`config.mk`:
```
export PLATFORM = sky130hd
export DESIGN_NAME = threshold_writer_flat
export DESIGN_NICKNAME = d
export VERILOG_FILES = /design/src/rtl/threshold_writer_if.sv /design/src/rtl/threshold_writer.sv /design/src/flat_wrapper.sv
export SDC_FILE = /design/constraint.sdc
export NUM_CORES = 1
export LEC_CHECK = 0
export ABC_AREA = 1
export BUFFER_PORTS_ARGS = -buffer_cell sky130_fd_sc_hd__buf_2
export CORE_MARGIN = 10
export CORE_UTILIZATION = 51
export DETAILED_ROUTE_END_ITERATION = 6
export PLACE_DENSITY = 0.79
export SETUP_SLACK_MARGIN = 0.5
export SLEW_MARGIN = 20
export SYNTH_ARGS = -nofsm -noshare
export SYNTH_HDL_FRONTEND = slang
export SYNTH_SLANG_ARGS = --single-unit
```
`constraint.sdc`:
```
create_clock -name clock -period 1.95 [get_ports clock]
set_input_delay 0.2925 -clock clock [delete_from_list [all_inputs] [get_ports clock]]
set_output_delay 0.2925 -clock clock [all_outputs]
set_load 0.005 [all_outputs]
```
`src/rtl/threshold_writer_if.sv`:
```
// Bundle of the read, write and control signals of threshold_writer.
// master: the threshold writer itself; slave: the memories and the controller around it.
interface threshold_writer_if #(
  parameter int WIDTH_BITS  = 8,
  parameter int HEIGHT_BITS = 8
);
  logic                   iStart;
  logic [WIDTH_BITS-1:0]  oImageCol;
  logic [HEIGHT_BITS-1:0] oImageRow;
  logic [7:0]             iImageData;
  logic [WIDTH_BITS-1:0]  oMeanCol;
  logic [HEIGHT_BITS-1:0] oMeanRow;
  logic [7:0]             iMeanData;
  logic [WIDTH_BITS-1:0]  oOutCol;
  logic [HEIGHT_BITS-1:0] oOutRow;
  logic [7:0]             oOutData;
  logic                   oOutWren;
  logic                   finished;

  // There is no backpressure: a read address is accepted every cycle and its
  // data returns one cycle later; a write is taken whenever oOutWren is high.
  modport master (
    input  iStart, iImageData, iMeanData,
    output oImageCol, oImageRow, oMeanCol, oMeanRow,
    output oOutCol, oOutRow, oOutData, oOutWren, finished
  );

  modport slave (
    output iStart, iImageData, iMeanData,
    input  oImageCol, oImageRow, oMeanCol, oMeanRow,
    input  oOutCol, oOutRow, oOutData, oOutWren, finished
  );
endinterface

```
`src/rtl/threshold_writer.sv`:
```
// Raster-scans image and local-mean memories and writes a 0x00/0xFF binary frame.
// Define THRESH_INVERT_EN to invert the output polarity (bright where pixel+C <= mean).
module threshold_writer #(
  parameter int WIDTH_BITS  = 8,
  parameter int HEIGHT_BITS = 8,
  parameter int OFFSET      = 2
) (
  input  logic                clock,
  input  logic                reset,
  threshold_writer_if.master  bus,
  output logic [1:0]          dbg_state
);

  typedef enum logic [1:0] {IDLE, SCAN, DRAIN, DONE} state_t;

  localparam logic [WIDTH_BITS-1:0]  COL_LAST = {WIDTH_BITS{1'b1}};
  localparam logic [HEIGHT_BITS-1:0] ROW_LAST = {HEIGHT_BITS{1'b1}};

  state_t                 state_q, state_d;
  logic [WIDTH_BITS-1:0]  col_q, col_d;
  logic [HEIGHT_BITS-1:0] row_q, row_d;
  logic                   vld_q, vld_d;
  logic [WIDTH_BITS-1:0]  tag_col_q, tag_col_d;
  logic [HEIGHT_BITS-1:0] tag_row_q, tag_row_d;
  logic [WIDTH_BITS-1:0]  out_col_q, out_col_d;
  logic [HEIGHT_BITS-1:0] out_row_q, out_row_d;
  logic [7:0]             out_data_q, out_data_d;
  logic                   out_wren_q, out_wren_d;
  logic                   fin_q, fin_d;
  logic                   drain_q, drain_d;

  logic [8:0] biased_sum;
  logic       above_mean;
  logic       pix_on;

  // Nine bits hold pixel + bias without wrap, so 254 + 2 still beats 255.
  assign biased_sum = {1'b0, bus.iImageData} + 9'(OFFSET);
  assign above_mean = biased_sum > {1'b0, bus.iMeanData};

`ifdef THRESH_INVERT_EN
  assign pix_on = ~above_mean;
`else
  assign pix_on = above_mean;
`endif

  always_comb begin
    state_d    = state_q;
    col_d      = col_q;
    row_d      = row_q;
    vld_d      = 1'b0;
    tag_col_d  = col_q;
    tag_row_d  = row_q;
    out_col_d  = out_col_q;
    out_row_d  = out_row_q;
    out_data_d = out_data_q;
    out_wren_d = vld_q;
    fin_d      = fin_q;
    drain_d    = drain_q;

    // The tag met its returning data this cycle; register the decision.
    if (vld_q) begin
      out_col_d  = tag_col_q;
      out_row_d  = tag_row_q;
      out_data_d = pix_on ? 8'hFF : 8'h00;
    end

    case (state_q)
      IDLE: begin
        if (bus.iStart) state_d = SCAN;
      end
      SCAN: begin
        vld_d   = 1'b1;
        drain_d = 1'b0;
        if (col_q == COL_LAST) begin
          if (row_q == ROW_LAST) begin
            // Counters park on the last pixel instead of wrapping.
            state_d = DRAIN;
          end else begin
            col_d = '0;
            row_d = row_q + 1'b1;
          end
        end else begin
          col_d = col_q + 1'b1;
        end
      end
      DRAIN: begin
        if (drain_q) begin
          state_d = DONE;
          fin_d   = 1'b1;
        end else begin
          drain_d = 1'b1;
        end
      end
      DONE: begin
        fin_d = 1'b1;
      end
      default: state_d = IDLE;
    endcase
  end

  always_ff @(posedge clock) begin
    if (!reset) begin
      state_q    <= IDLE;
      col_q      <= '0;
      row_q      <= '0;
      vld_q      <= 1'b0;
      tag_col_q  <= '0;
      tag_row_q  <= '0;
      out_col_q  <= '0;
      out_row_q  <= '0;
      out_data_q <= 8'h00;
      out_wren_q <= 1'b0;
      fin_q      <= 1'b0;
      drain_q    <= 1'b0;
    end else begin
      state_q    <= state_d;
      col_q      <= col_d;
      row_q      <= row_d;
      vld_q      <= vld_d;
      tag_col_q  <= tag_col_d;
      tag_row_q  <= tag_row_d;
      out_col_q  <= out_col_d;
      out_row_q  <= out_row_d;
      out_data_q <= out_data_d;
      out_wren_q <= out_wren_d;
      fin_q      <= fin_d;
      drain_q    <= drain_d;
    end
  end

  assign bus.oImageCol = col_q;
  assign bus.oImageRow = row_q;
  assign bus.oMeanCol  = col_q;
  assign bus.oMeanRow  = row_q;
  assign bus.oOutCol   = out_col_q;
  assign bus.oOutRow   = out_row_q;
  assign bus.oOutData  = out_data_q;
  assign bus.oOutWren  = out_wren_q;
  assign bus.finished  = fin_q;
  assign dbg_state     = state_q;

endmodule

```
`src/flat_wrapper.sv`:
```
// flat-port wrapper written by rule: the top's interface ports become plain ports
module threshold_writer_flat 
#(
  parameter int WIDTH_BITS  = 8,
  parameter int HEIGHT_BITS = 8,
  parameter int OFFSET      = 2
)
  (clock, reset, dbg_state, bus_iStart, bus_iImageData, bus_iMeanData, bus_oImageCol, bus_oImageRow, bus_oMeanCol, bus_oMeanRow, bus_oOutCol, bus_oOutRow, bus_oOutData, bus_oOutWren, bus_finished);
  threshold_writer_if #(.WIDTH_BITS(WIDTH_BITS), .HEIGHT_BITS(HEIGHT_BITS)) bus_i ();
  input  logic clock;
  input  logic reset;
  output logic [1:0] dbg_state;
  input wire logic [$bits(bus_i.iStart)-1:0] bus_iStart;
  input wire logic [$bits(bus_i.iImageData)-1:0] bus_iImageData;
  input wire logic [$bits(bus_i.iMeanData)-1:0] bus_iMeanData;
  output wire logic [$bits(bus_i.oImageCol)-1:0] bus_oImageCol;
  output wire logic [$bits(bus_i.oImageRow)-1:0] bus_oImageRow;
  output wire logic [$bits(bus_i.oMeanCol)-1:0] bus_oMeanCol;
  output wire logic [$bits(bus_i.oMeanRow)-1:0] bus_oMeanRow;
  output wire logic [$bits(bus_i.oOutCol)-1:0] bus_oOutCol;
  output wire logic [$bits(bus_i.oOutRow)-1:0] bus_oOutRow;
  output wire logic [$bits(bus_i.oOutData)-1:0] bus_oOutData;
  output wire logic [$bits(bus_i.oOutWren)-1:0] bus_oOutWren;
  output wire logic [$bits(bus_i.finished)-1:0] bus_finished;
  assign bus_i.iStart = bus_iStart;
  assign bus_i.iImageData = bus_iImageData;
  assign bus_i.iMeanData = bus_iMeanData;
  assign bus_oImageCol = bus_i.oImageCol;
  assign bus_oImageRow = bus_i.oImageRow;
  assign bus_oMeanCol = bus_i.oMeanCol;
  assign bus_oMeanRow = bus_i.oMeanRow;
  assign bus_oOutCol = bus_i.oOutCol;
  assign bus_oOutRow = bus_i.oOutRow;
  assign bus_oOutData = bus_i.oOutData;
  assign bus_oOutWren = bus_i.oOutWren;
  assign bus_finished = bus_i.finished;
  threshold_writer #(.WIDTH_BITS(WIDTH_BITS), .HEIGHT_BITS(HEIGHT_BITS), .OFFSET(OFFSET)) u_core (.clock(clock), .reset(reset), .bus(bus_i), .dbg_state(dbg_state));
endmodule
```
# == After elaboration in Yosys (flattened, before gate mapping) ==
# Index checks and enable logic that the tools add are counted.
# classes
add_sub_neg,3
magnitude_cmp,1
eq_ne,10
muxes,12
n_bitwise,1
reduce_logical,8
# op_table
operator,n
$mux 8,3
$add 8x1->8 const B,2
$eq 8x8->1 const B,2
$add 8x2->9 const B,1
$gt 9x8->1,1
$mux 2,4
$ne 2x1->1 const B,3
$pmux 2 s3,1
$reduce_and 5->1,1
$eq 2x2->1 const B,2
$ne 2x2->1 const B,2
$pmux 1 s2,2
$reduce_and 2->1,2
$reduce_bool 2->1,2
$reduce_and 3->1,1
$reduce_bool 3->1,1
$eq 2x1->1 const B,1
$logic_not 2->1,1
$mux 1,2
$not 1->1,1
# totals
ff_bits,62
in_bits,19
out_inout_bits,60
elab_cells,47

# == Longest topological paths before layout ==
# Gate-level depths: netlist of the first run.
# depth
ltp_word,4
depth_mapped,14
depth_no_buf,14

# == Worst setup path before layout of the first run ==
# No wires, ideal clock.
# synth_timing
kind,in2reg
start,input bus_iImageData[1]
end,"register u_core.out_data_q[6], in the netlist u_core.bus.oOutData[6]"
arrival_time_ns,1.516
setup_slack_ns,0.311
stages,14
path_buffers,0
path_cell_list,ha_1 -> nand2_1 -> inv_1 -> nand4_1 -> xor2_1 -> inv_1 -> ha_1 -> inv_1 -> nor2_1 -> nand3_1 -> nand2_1 -> inv_1 -> nand2_1 -> a21oi_1
# synth_between
elab_chain_len,3
# synth_lines
item,line,rtl
start: declaration,flat_wrapper.sv:14,input wire logic [$bits(bus_i.iImageData)-1:0] bus_iImageData;
$add 8x2->9,threshold_writer.sv:37,"assign biased_sum = {1'b0, bus.iImageData} + 9'(OFFSET);"
$gt 9x8->1,threshold_writer.sv:38,"assign above_mean = biased_sum > {1'b0, bus.iMeanData};"
$mux 8,threshold_writer.sv:64,out_data_d = pix_on ? 8'hFF : 8'h00;
end signal: assignment,threshold_writer.sv:124,out_data_q <= out_data_d;
end: declaration,threshold_writer.sv:27,"logic [7:0] out_data_q, out_data_d;"
# No other way between the ends.
# A chain may end at the register's enable or synchronous reset.

# == Worst setup path in the final report of the first run ==
# layout_timing
start,"register u_core.col_q[1], in the netlist u_core.bus.oImageCol[1]"
end,"register u_core.row_q[1], in the netlist u_core.bus.oImageRow[1]"
# layout_between
elab_chain_len,2
# layout_lines
item,line,rtl
start: declaration,threshold_writer.sv:20,"logic [WIDTH_BITS-1:0] col_q, col_d;"
start signal: assignment,threshold_writer.sv:117,col_q <= col_d;
$eq 8x8->1,threshold_writer.sv:74,if (col_q == COL_LAST) begin
$reduce_and 3->1 (no line),n/a,
end signal: assignment,threshold_writer.sv:118,row_q <= row_d;
end: declaration,threshold_writer.sv:21,"logic [HEIGHT_BITS-1:0] row_q, row_d;"
# No other way between the ends.

==> impl_metrics.py, run 1 <==
metrics = {
    "global_route": {
        "top_usage_layer": "met2",
        "grt_antenna_before_repair": 0,
        "use_met3_pct": 5.41,
        "gr-usage-met2_pct": 27.0,
        "grt_max_degree": 24,
        "grt_pass1_vias": 2386,
        "use_met1_pct": 14.3,
        "gr-total-overflow": 0,
        "track_usage_pct": 14.3,
        "grt_pass1_wl_mm": 10.4,
    },
    "cts": {
        "cts_tree": "yes",
        "cts-root-buf": "clkbuf_8",
        "cts_buffers": 5,
        "cts_sinks": 55,
        "hold_buffers": 0,
        "clock_path_buffers": 2,
        "clk_pin_slew_ns": 0.10,
        "h-tree-depth": 2,
        "insertion_delay_ns": 0.31,
    },
    "layout": {
        "antenna_cells": 0,
        "drive_gt1_share_pct": 36.0,
        "fin_nets": 479,
        "register_area_sq_mm": 0.00113,
        "post-route-util_pct": 67.6,
        "area_delta_synth_final_pct": 28.1,
        "nFillCells": 420,
        "multi_input_area_sq_mm": 0.00132,
    },
    "yosys": {
        "synth_fp_nets": 407,
        "avgSynthCellArea_sq_um": 7.25,
        "postSynthCellCount": 372,
        "netlist_top_cells_area": "dfxtp_1 41%, nand2_1 11%, nor2_1 8.5%",
        "ys_seq_area_share_pct": 40.8,
        "synth_top_cell_by_area": "dfxtp_1",
        "synth.ff_latch_count": 55,
        "syn_area_sq_mm": 0.00270,
        "yosys_warnings": 0,
        "synth_top_cell_area_share_pct": 40.8,
        "synth_cell_types": 28,
    },
    "critical_path": {
        "r2r_slack_ns": 0.49,
        "endpoint_kind": "flop",
        "crit_cells": 8,
        "cp.arrival_ns": 1.67,
        "critPathTopFamily": "simple AND/OR/NAND/NOR gates",
        "path_buf_inv": 2,
        "cp_cell_sequence": "ha_4 > nand2_1 > inv_2 > nand3_4 > nor2_4 > inv_2 > nor2_1 > nor2_1",
        "endpoint": "u_core.bus.oImageRow[1]",
        "cpMaxStageDelayCell": "dfxtp_4",
        "critPathMaxStageDelay_ns": 0.38,
        "r2r-start": "u_core.bus.oImageCol[1]",
        "rr_endpoint": "u_core.bus.oImageRow[1]",
        "reg2reg_depth": 8,
        "critPathRequiredTime_ns": 2.16,
        "crit_fanout": 7,
        "crit_start": "u_core.bus.oImageCol[1]",
        "start_kind": "flop",
        "worst-setup-path-type": "flop to flop",
    },
    "floorplanning": {
        "die_w_um": 92.7,
        "ios": 79,
        "coreArea_sq_mm": 0.00511,
        "rows": 26,
        "die_h_um": 92.7,
        "start_util_pct": 52.8,
        "dieArea_sq_mm": 0.00860,
    },
    "timing": {
        "tightest_slew_ns": 0.526,
        "timing.fmax_ghz": 0.685,
        "finalCriticalPeriod_ns": 1.46,
        "maxSlewViolCount": 0,
        "rsz0062_at_grt": "yes",
        "finalSetupViolCount": 0,
        "min_period_over_period_pct": 74.9,
        "slew_headroom_pct": 64.7,
        "fin_skew_ns": 0.00730,
        "hold_violations": 0,
        "setup_tns_ns": 0,
    },
    "route": {
        "wl_per_cell_um": 12.9,
        "vias": 2408,
        "dr.pass1.iters": 4,
        "ant_nets": 0,
        "routed_via_density": 4.68,
        "wirelength_mm": 6.62,
        "drtIter0Drc": 89,
        "route.detailed.drc": 0,
    },
    "power": {
        "vdd_ir_drop_max_mv": 0.770,
        "power-per-cell-area_mw_per_mm2": 904,
        "p_leak_nw": 1.94,
        "total_power_mw": 3.12,
    },
    "place": {
        "place.gp.congestion": 0.792,
        "io_buffer_count": 78,
        "dp_hpwl_mm": 4.49,
    },
    "run_status": {
        "outcome": "finished, final reports clean",
    },
    "worst_hold_path": {
        "hp-class": "primary input to flop",
    },
    "run": {
        "drv_cap": 0,
    },
}
worst reg2reg max path: stages (launching register included):
cell     delay, ns
dfxtp_4       0.38
ha_4          0.13
nand2_1       0.08
inv_2         0.09
nand3_4       0.11
nor2_4        0.26
inv_2         0.12
nor2_1        0.13
nor2_1        0.05
cell families (layout without fill, tap and decap cells):
group                    Yosys count  after routing  synth area share [%]
buffers and inverters             91            164                  16.2
adder cells (fa/ha/maj)           16             16                  7.42
AND/OR/NAND/NOR                  158            158                  24.4
AO/OA/AOI/OAI                     43             43                  8.26
flip-flops                        55             55                  40.8
XOR/XNOR                           9              9                  2.92
worst min-delay path by stage:
stage	start	endpoint	cells past startpoint
final	reset	u_core.dbg_state[1]	3
after floorplan	u_core.tag_row_q[6]	u_core.bus.oOutRow[6]	2
after detailed placement	u_core.tag_col_q[2]	u_core.bus.oOutCol[2]	2
after global routing	reset	u_core.dbg_state[0]	3
after global placement	u_core.tag_col_q[2]	u_core.bus.oOutCol[2]	2
after CTS	reset	u_core.tag_row_q[0]	3
Yosys cell counts:
| master | number |
|---|---|
| nand3_1 | 6 |
| nand4_1 | 1 |
| o21ai_0 | 25 |
| clkinv_1 | 1 |
| a21oi_2 | 1 |
| nor2_4 | 2 |
| inv_1 | 57 |
| nand3_2 | 1 |
| buf_4 | 23 |
| ha_1 | 16 |
| o22ai_1 | 1 |
| o21ai_1 | 1 |
| a22oi_1 | 1 |
| nand3_4 | 1 |
| nor2_1 | 61 |
| nand3b_1 | 1 |
| nand2_2 | 2 |
| clkinv_2 | 1 |
| buf_2 | 1 |
| xnor2_1 | 3 |
| a21oi_1 | 14 |
| nor3_1 | 2 |
| buf_6 | 1 |
| nand2_4 | 1 |
| xor2_1 | 6 |
| clkbuf_1 | 7 |
| nand2_1 | 80 |
| dfxtp_1 | 55 |
cell type report:
class,count,area share (%)
multi-input combinational,226,38.3
sequential,55,32.7
timing repair buffer,97,16.5
inverter,59,6.52
tap,70,2.54
clock buffer,6,2.39
clock inverter,2,1.01
cell usage in the layout, fill, tap and decap left out, drive strengths merged, types with 2 or more instances in the layout:
cell type	n
buf	97
nand2	83
nor2	63
inv	57
dfxtp	55
o21ai	26
ha	16
a21oi	15
nand3	8
xor2	6
clkbuf	6
xnor2	3
clkinv	3
nor3	2
per-layer routing:
layer | vias up | routed length [um]
li1 | 1249 | -
met1 | 1090 | 2720
met2 | 60 | 3360
met3 | 9 | 436
met4 | 0 | 103
met5 | - | 0
state kept, by name (all words and copies together), names as in the netlist:
name                  cells
u_core.bus.oImageCol      8
u_core.bus.oImageRow      8
u_core.bus.oOutCol        8
u_core.bus.oOutRow        8
u_core.tag_col_q          8
u_core.tag_row_q          8
u_core.dbg_state          2
u_core.bus.finished       1
u_core.bus.oOutData       1
u_core.bus.oOutWren       1
u_core.drain_q            1
u_core.out_wren_d         1
stage by stage:
| stage | setup slack [ns] | hold slack (ns) | cells | instance area, sq um |
|---|---|---|---|---|
| 3_3_place_gp | 0.202 | 0.435 | 490 | 2990 |
| 2_1_floorplan | 0.395 | 0.431 | 372 | 2710 |
| 4_1_cts | 0.471 | 0.376 | 510 | 3280 |
| 5_1_grt | 0.400 | 0.403 | 515 | 3450 |
| 3_5_place_dp | 0.0822 | 0.441 | 490 | 2990 |
| 6_report | 0.489 | 0.394 | 515 | 3450 |
power breakdown:
group / switching [mW] / leakage (nW) / internal, mW / total, mW
clock network: 0.368 / 0.0612 / 0.416 / 0.784
logic: 0.548 / 1.42 / 0.421 / 0.969
registers: 0.0955 / 0.453 / 1.27 / 1.37
repair_timing:
item                                    CTS  global route
resized for setup                        28            40
endpoints found under the setup margin   18            14
pin swaps                                12            17
setup buffers                            12             5
endpoints found under the hold margin     0             0
cloned                                    0             0
No activity file was read; power rests on OpenSTA's default activity.
==> run 2, diff against run 1 <==
ABC_AREA = 0   (was 1)
clock period = 1.4 ns   (was 1.95 ns; I/O delays follow)
==> impl_metrics.py, run 2 <==
metrics = {
    "timing": {
        "maxSlewViolCount": 0,
        "fin_skew_ns": 0.00903,
        "min_period_over_period_pct": 144,
        "rsz0062_at_grt": "yes",
        "fin_ws_ns": -0.613,
        "slew_headroom_pct": 76.4,
        "hold_violations": 0,
        "timing.fmax_ghz": 0.497,
        "finalCriticalPeriod_ns": 2.01,
        "finalSetupViolCount": 19,
        "tightest_slew_ns": 0.354,
        "setup_tns_ns": -7.29,
    },
    "place": {
        "io_buffer_count": 78,
        "dpl.cell_count": 426,
        "place_ws_ns": -0.510,
        "place.gp.congestion": 0.787,
        "dp_hpwl_mm": 4.56,
        "dpl_cell_area_sq_mm": 0.00321,
    },
    "layout": {
        "area_delta_synth_final_pct": 69.8,
        "drive_gt1_share_pct": 60.7,
        "fin_nets": 439,
        "fin_area_sq_mm": 0.00439,
        "stdcell_count": 473,
        "final_common_cell": "buf_6",
        "layout_common_cells": "86 x buf_6, 33 x buf_4, 32 x dfxtp_2",
    },
    "yosys": {
        "syn_area_sq_mm": 0.00258,
        "postSynthCellCount": 276,
        "synth_fp_nets": 311,
        "synth.ff_latch_count": 55,
        "synth_async_sr_flop_share_pct": 0,
        "synth_edf_count": 0,
        "avgSynthCellArea_sq_um": 9.36,
        "yosysMostFrequentCell": "dfxtp_1",
        "synth_cell_types": 42,
        "ys_seq_area_share_pct": 42.6,
        "synth_top_cell_by_area": "dfxtp_1",
        "netlist_top_cells_count": "55 x dfxtp_1, 32 x nor2_1, 23 x buf_4",
        "synth_top_cell_area_share_pct": 42.6,
        "netlist_top_cells_area": "dfxtp_1 43%, ha_1 7.7%, mux2i_1 7.0%",
        "yosys_warnings": 0,
        "ys.flop_type": "dfxtp_1",
    },
    "cts": {
        "cts_sinks": 55,
        "cts_tree": "yes",
        "hold_buffers": 0,
        "clk_pin_slew_ns": 0.11,
        "cts-root-buf": "clkbuf_8",
        "h-tree-depth": 2,
        "insertion_delay_ns": 0.33,
        "clock_path_buffers": 2,
        "cts_buffers": 5,
    },
    "global_route": {
        "track_usage_pct": 18.5,
        "grt_max_degree": 31,
        "grt_pass1_wl_mm": 12.6,
        "grt_pass1_vias": 2525,
        "grt_antenna_before_repair": 1,
        "gr-total-overflow": 0,
    },
    "floorplanning": {
        "start_util_pct": 53.6,
        "rows": 25,
        "ios": 79,
        "die_w_um": 91.2,
        "die_h_um": 91.2,
        "dieArea_sq_mm": 0.00831,
        "coreArea_sq_mm": 0.00482,
    },
    "critical_path": {
        "cp.arrival_ns": 2.22,
        "cp_cell_sequence": "ha_4 > nand3_2 > or4_4 > a2111oi_4 > nor2_1 > a211oi_1",
        "endpoint_kind": "flop",
        "crit_fanout": 3,
        "critPathMaxStageDelay_ns": 0.56,
        "worst-setup-path-type": "flop to flop",
        "cpMaxStageDelayCell": "or4_4",
        "critPathRequiredTime_ns": 1.61,
        "start_kind": "flop",
    },
    "run": {
        "drv_cap": 0,
    },
    "power": {
        "power-per-cell-area_mw_per_mm2": 1100,
        "p_sw_mw": 1.50,
        "vdd_ir_drop_max_mv": 0.883,
        "combinationalPowerShare_pct": 39.2,
        "swShare_pct": 31.0,
        "internal_power_mw": 3.33,
        "pwr-share-clk_pct": 23.8,
        "p_seq_share_pct": 36.9,
        "p_leak_nw": 2.01,
    },
    "route": {
        "wirelength_mm": 10.9,
        "route.detailed.drc": 0,
        "ant_nets": 0,
        "vias": 2624,
        "routed_via_density": 5.55,
        "wl_per_cell_um": 23.0,
        "dr.pass1.iters": 4,
        "drtIter0Drc": 197,
    },
    "run_status": {
        "outcome": "finished, violations left",
        "violations": "setup timing",
    },
    "worst_hold_path": {
        "hp-class": "primary input to flop",
    },
}
-- run 2: changes by cell type after synthesis, moves of 4 or more --
cell and change:
a21oi_1 -11, xor2_1 +4, and3_1 +6, o21ai_0 -19, nand2_1 -64, and2_1 +14
inv_1 -40, mux2i_1 +18, nor2_1 -29, nand3_1 +9
-- run 2: path summary, 6_finish.rpt --
path | to | start | cells past startpoint | slack (ns)
worst max-delay path | u_core.dbg_state[0] | u_core.bus.oImageRow[1] | 6 | -0.61
worst min-delay path | u_core.bus.oOutData[6] | bus_iImageData[7] | 4 | 0.26
worst max register to register | u_core.dbg_state[0] | u_core.bus.oImageRow[1] | 6 | -0.61
worst min register to register | u_core.bus.finished | u_core.bus.finished | 1 | 0.47
-- run 2: critical path: cells and delay by family (launching register included) --
family / cells / cell delay, ns
simple gates: 3 / 0.69
compound gates: 2 / 0.68
flops: 1 / 0.38
fa+ha+maj: 1 / 0.14
-- run 2: timing repair --
item / CTS / global route
pin swaps: 26 / 19
gates resized for setup: 119 / 52
endpoints found under the setup margin: 97 / 98
buffers inserted: 18 / 17
gates cloned: 2 / 1
-- run 2: logic make-up (layout without fill, tap and decap cells) --
logic type,after synthesis,in the layout,share of synthesized area (%)
DFF,55,55,42.6
and+or+nand+nor,105,105,21.4
xor gates and xnor gates,14,14,4.75
muxes,19,19,7.41
buffers and inverters,47,176,10.5
AOI/OAI and AO/OA,20,20,5.67
other,0,1,0
adders and majority gates,16,16,7.75
-- run 2: layer usage --
layer	wire length [um]	share of wire, %	GRT usage, %	up-vias
met4	537	4.9	8.09	0
li1	-	-	-	1155
met2	5870	54	34.6	156
met3	806	7.4	6.17	46
met5	0	0	0	-
met1	3640	34	18.0	1267
-- run 2: per-stage QoR --
step | power (mW) | hold slack, ns | utilization (%)
after floorplan | 2.50 | 0.353 | -
after global placement | 2.79 | 0.444 | 66.7
after detailed placement | 2.83 | 0.455 | 66.7
after CTS | 4.28 | 0.257 | 82.5
after global routing | 4.99 | 0.250 | 91.1
final | 4.83 | 0.256 | 91.1
-- run 2: layout make-up --
type,instances,area [sq um]
Clock buffer,6,82.6
Sequential cell,55,1160
Multi-Input combinational cell,174,1470
Clock inverter,2,35.0
Timing Repair Buffer,151,1480
Fill cell,199,429
Antenna cell,1,2.50
Inverter,17,68.8
Tap cell,67,83.8
-- run 2: power by group through the flow --
stage / sequential, mW / clock [mW] / combinational [mW]
CTS: 1.74 / 1.10 / 1.44
finish: 1.78 / 1.15 / 1.89
detailed placement: 1.77 / 0 / 1.07
floorplan: 1.79 / 0 / 0.706
global route: 1.79 / 1.19 / 2.00
global placement: 1.76 / 0 / 1.03
==> run 3, diff against run 2 <==
==> constraint.sdc (replaced) <==
create_clock -name clock -period 1.4 [get_ports clock]
set_input_delay 0.21 -clock clock [delete_from_list [all_inputs] [get_ports clock]]
set_output_delay 0.21 -clock clock [all_outputs]
set_load 0.02 [all_outputs]
==> impl_metrics.py, run 3 (synthesis results as in run 2) <==
metrics = {
    "cts": {
        "clk_pin_slew_ns": 0.12,
        "cts_sinks": 55,
        "h-tree-depth": 2,
        "insertion_delay_ns": 0.33,
        "cts_tree": "yes",
        "cts_buffers": 5,
        "clock_path_buffers": 2,
        "cts-root-buf": "clkbuf_8",
        "hold_buffers": 0,
    },
    "floorplanning": {
        "ios": 79,
        "dieArea_sq_mm": 0.00831,
        "coreArea_sq_mm": 0.00482,
        "die_h_um": 91.2,
        "die_w_um": 91.2,
        "start_util_pct": 53.6,
        "rows": 25,
    },
    "power": {
        "power-per-cell-area_mw_per_mm2": 1090,
        "p_leak_nw": 2.01,
        "vdd_ir_drop_max_mv": 0.933,
        "total_power_mw": 4.85,
    },
    "layout": {
        "register_area_sq_mm": 0.00117,
        "nFillCells": 178,
        "layout_common_cells": "86 x buf_6, 38 x buf_4, 30 x dfxtp_2",
        "area_delta_synth_final_pct": 71.8,
        "fin_area_sq_mm": 0.00444,
        "fin_nets": 441,
        "final_common_cell": "buf_6",
        "multi_input_area_sq_mm": 0.00144,
        "drive_gt1_share_pct": 60.4,
        "antenna_cells": 0,
    },
    "critical_path": {
        "critPathRequiredTime_ns": 1.67,
        "crit_cells": 8,
        "crit_fanout": 5,
        "crit_start": "u_core.bus.oImageCol[0]",
        "cp.arrival_ns": 2.27,
        "start_kind": "flop",
        "critPathTopFamily": "simple AND/OR/NAND/NOR gates",
        "r2r_slack_ns": -0.59,
        "reg2reg_depth": 8,
        "cpMaxStageDelayCell": "or4_4",
        "endpoint_kind": "flop",
        "rr_endpoint": "u_core.bus.oImageCol[0]",
        "cp_cell_sequence": "ha_4 > nand4_4 > or4_4 > buf_4 > buf_6 > and2_4 > mux2_2 > nor2_2",
        "r2r-start": "u_core.bus.oImageCol[0]",
        "path_buf_inv": 2,
        "worst-setup-path-type": "flop to flop",
        "endpoint": "u_core.bus.oImageCol[0]",
        "critPathMaxStageDelay_ns": 0.47,
    },
    "run": {
        "drv_cap": 0,
    },
    "global_route": {
        "gr-total-overflow": 0,
        "grt_pass1_vias": 2582,
        "grt_max_degree": 23,
        "track_usage_pct": 19.1,
        "grt_pass1_wl_mm": 13.1,
        "grt_antenna_before_repair": 0,
    },
    "place": {
        "place_ws_ns": -0.502,
        "dpl_cell_area_sq_mm": 0.00330,
        "io_buffer_count": 78,
        "dp_hpwl_mm": 4.74,
        "place.gp.congestion": 0.831,
    },
    "timing": {
        "hold_violations": 0,
        "holdWs_ns": 0.246,
        "slew_headroom_pct": 73.5,
        "finalSetupViolCount": 23,
        "timing.fmax_ghz": 0.502,
        "fin_skew_ns": 0.0179,
        "setup_tns_ns": -7.94,
        "fin_ws_ns": -0.591,
        "min_period_over_period_pct": 142,
        "rsz0062_at_grt": "yes",
        "tightest_slew_ns": 0.393,
        "finalCriticalPeriod_ns": 1.99,
        "maxSlewViolCount": 0,
    },
    "run_status": {
        "violations": "setup timing",
        "outcome": "finished, violations left",
    },
    "route": {
        "route.detailed.drc": 0,
        "wirelength_mm": 10.3,
        "drtIter0Drc": 173,
        "vias": 2649,
        "routed_via_density": 5.59,
        "wl_met3_um": 717,
        "dr.pass1.iters": 5,
        "wl_per_cell_um": 21.6,
        "ant_nets": 0,
        "wirelength_met1_mm": 3.67,
        "route.met2.wl_mm": 5.26,
        "top_layer": "met4",
    },
    "worst_hold_path": {
        "hp-class": "primary input to flop",
    },
}
run 3: cell count changes in the layout (fill, tap and decap cells not counted), sizes merged:
cell	delta
bufinv	-1
buf	+1
clkinv	+1
diode	-1
inv	+1
run 3: tightest hold or removal path, stage by stage:
cell and delay (ns):
buf_2 0.09, inv_1 0.11, nor2_1 0.12
run 3: cell type report:
class / count / area share [%]
multi-input combinational: 174 / 32.4
timing repair buffer: 153 / 35.5
inverter: 17 / 1.66
clock inverter: 3 / 0.648
clock buffer: 5 / 1.55
tap: 67 / 1.89
sequential: 55 / 26.3
run 3: worst min path at each step:
stage / end / startpoint / cells past startpoint / slack (ns)
floorplan: u_core.tag_row_q[5] / reset / 1 / 0.35
global placement: u_core.bus.oOutCol[1] / u_core.tag_col_q[1] / 2 / 0.44
detailed placement: u_core.bus.finished / u_core.bus.finished / 1 / 0.45
CTS: u_core.bus.oImageRow[3] / reset / 3 / 0.23
global route: u_core.bus.oImageRow[4] / reset / 3 / 0.27
finish: u_core.bus.oImageRow[3] / reset / 3 / 0.25
run 3: power by group:
part	switching [mW]	internal, mW
combinational	0.958	1.11
clock	0.613	0.373
sequential	0.120	1.68
run 3: metal layers:
metal  track usage (%)  vias up
met1              19.4     1263
li1                  -     1157
met2              35.3      167
met4              8.88        0
met3              5.27       62
met5                 0        -
run 3: repair_timing:
item | CTS | global route
setup endpoints to repair | 98 | 98
buffers inserted | 17 | 18
pin swaps | 36 | 23
endpoints found under the hold margin | 0 | 0
cloned | 1 | 2
gates resized for setup | 182 | 34
run 3: through the flow:
| stage | utilization, % | std cells |
|---|---|---|
| after floorplan | - | 276 |
| after global placement | 68.5 | 428 |
| after detailed placement | 68.5 | 428 |
| after CTS | 85.4 | 454 |
| after global routing | 92.1 | 474 |
| final | 92.1 | 474 |
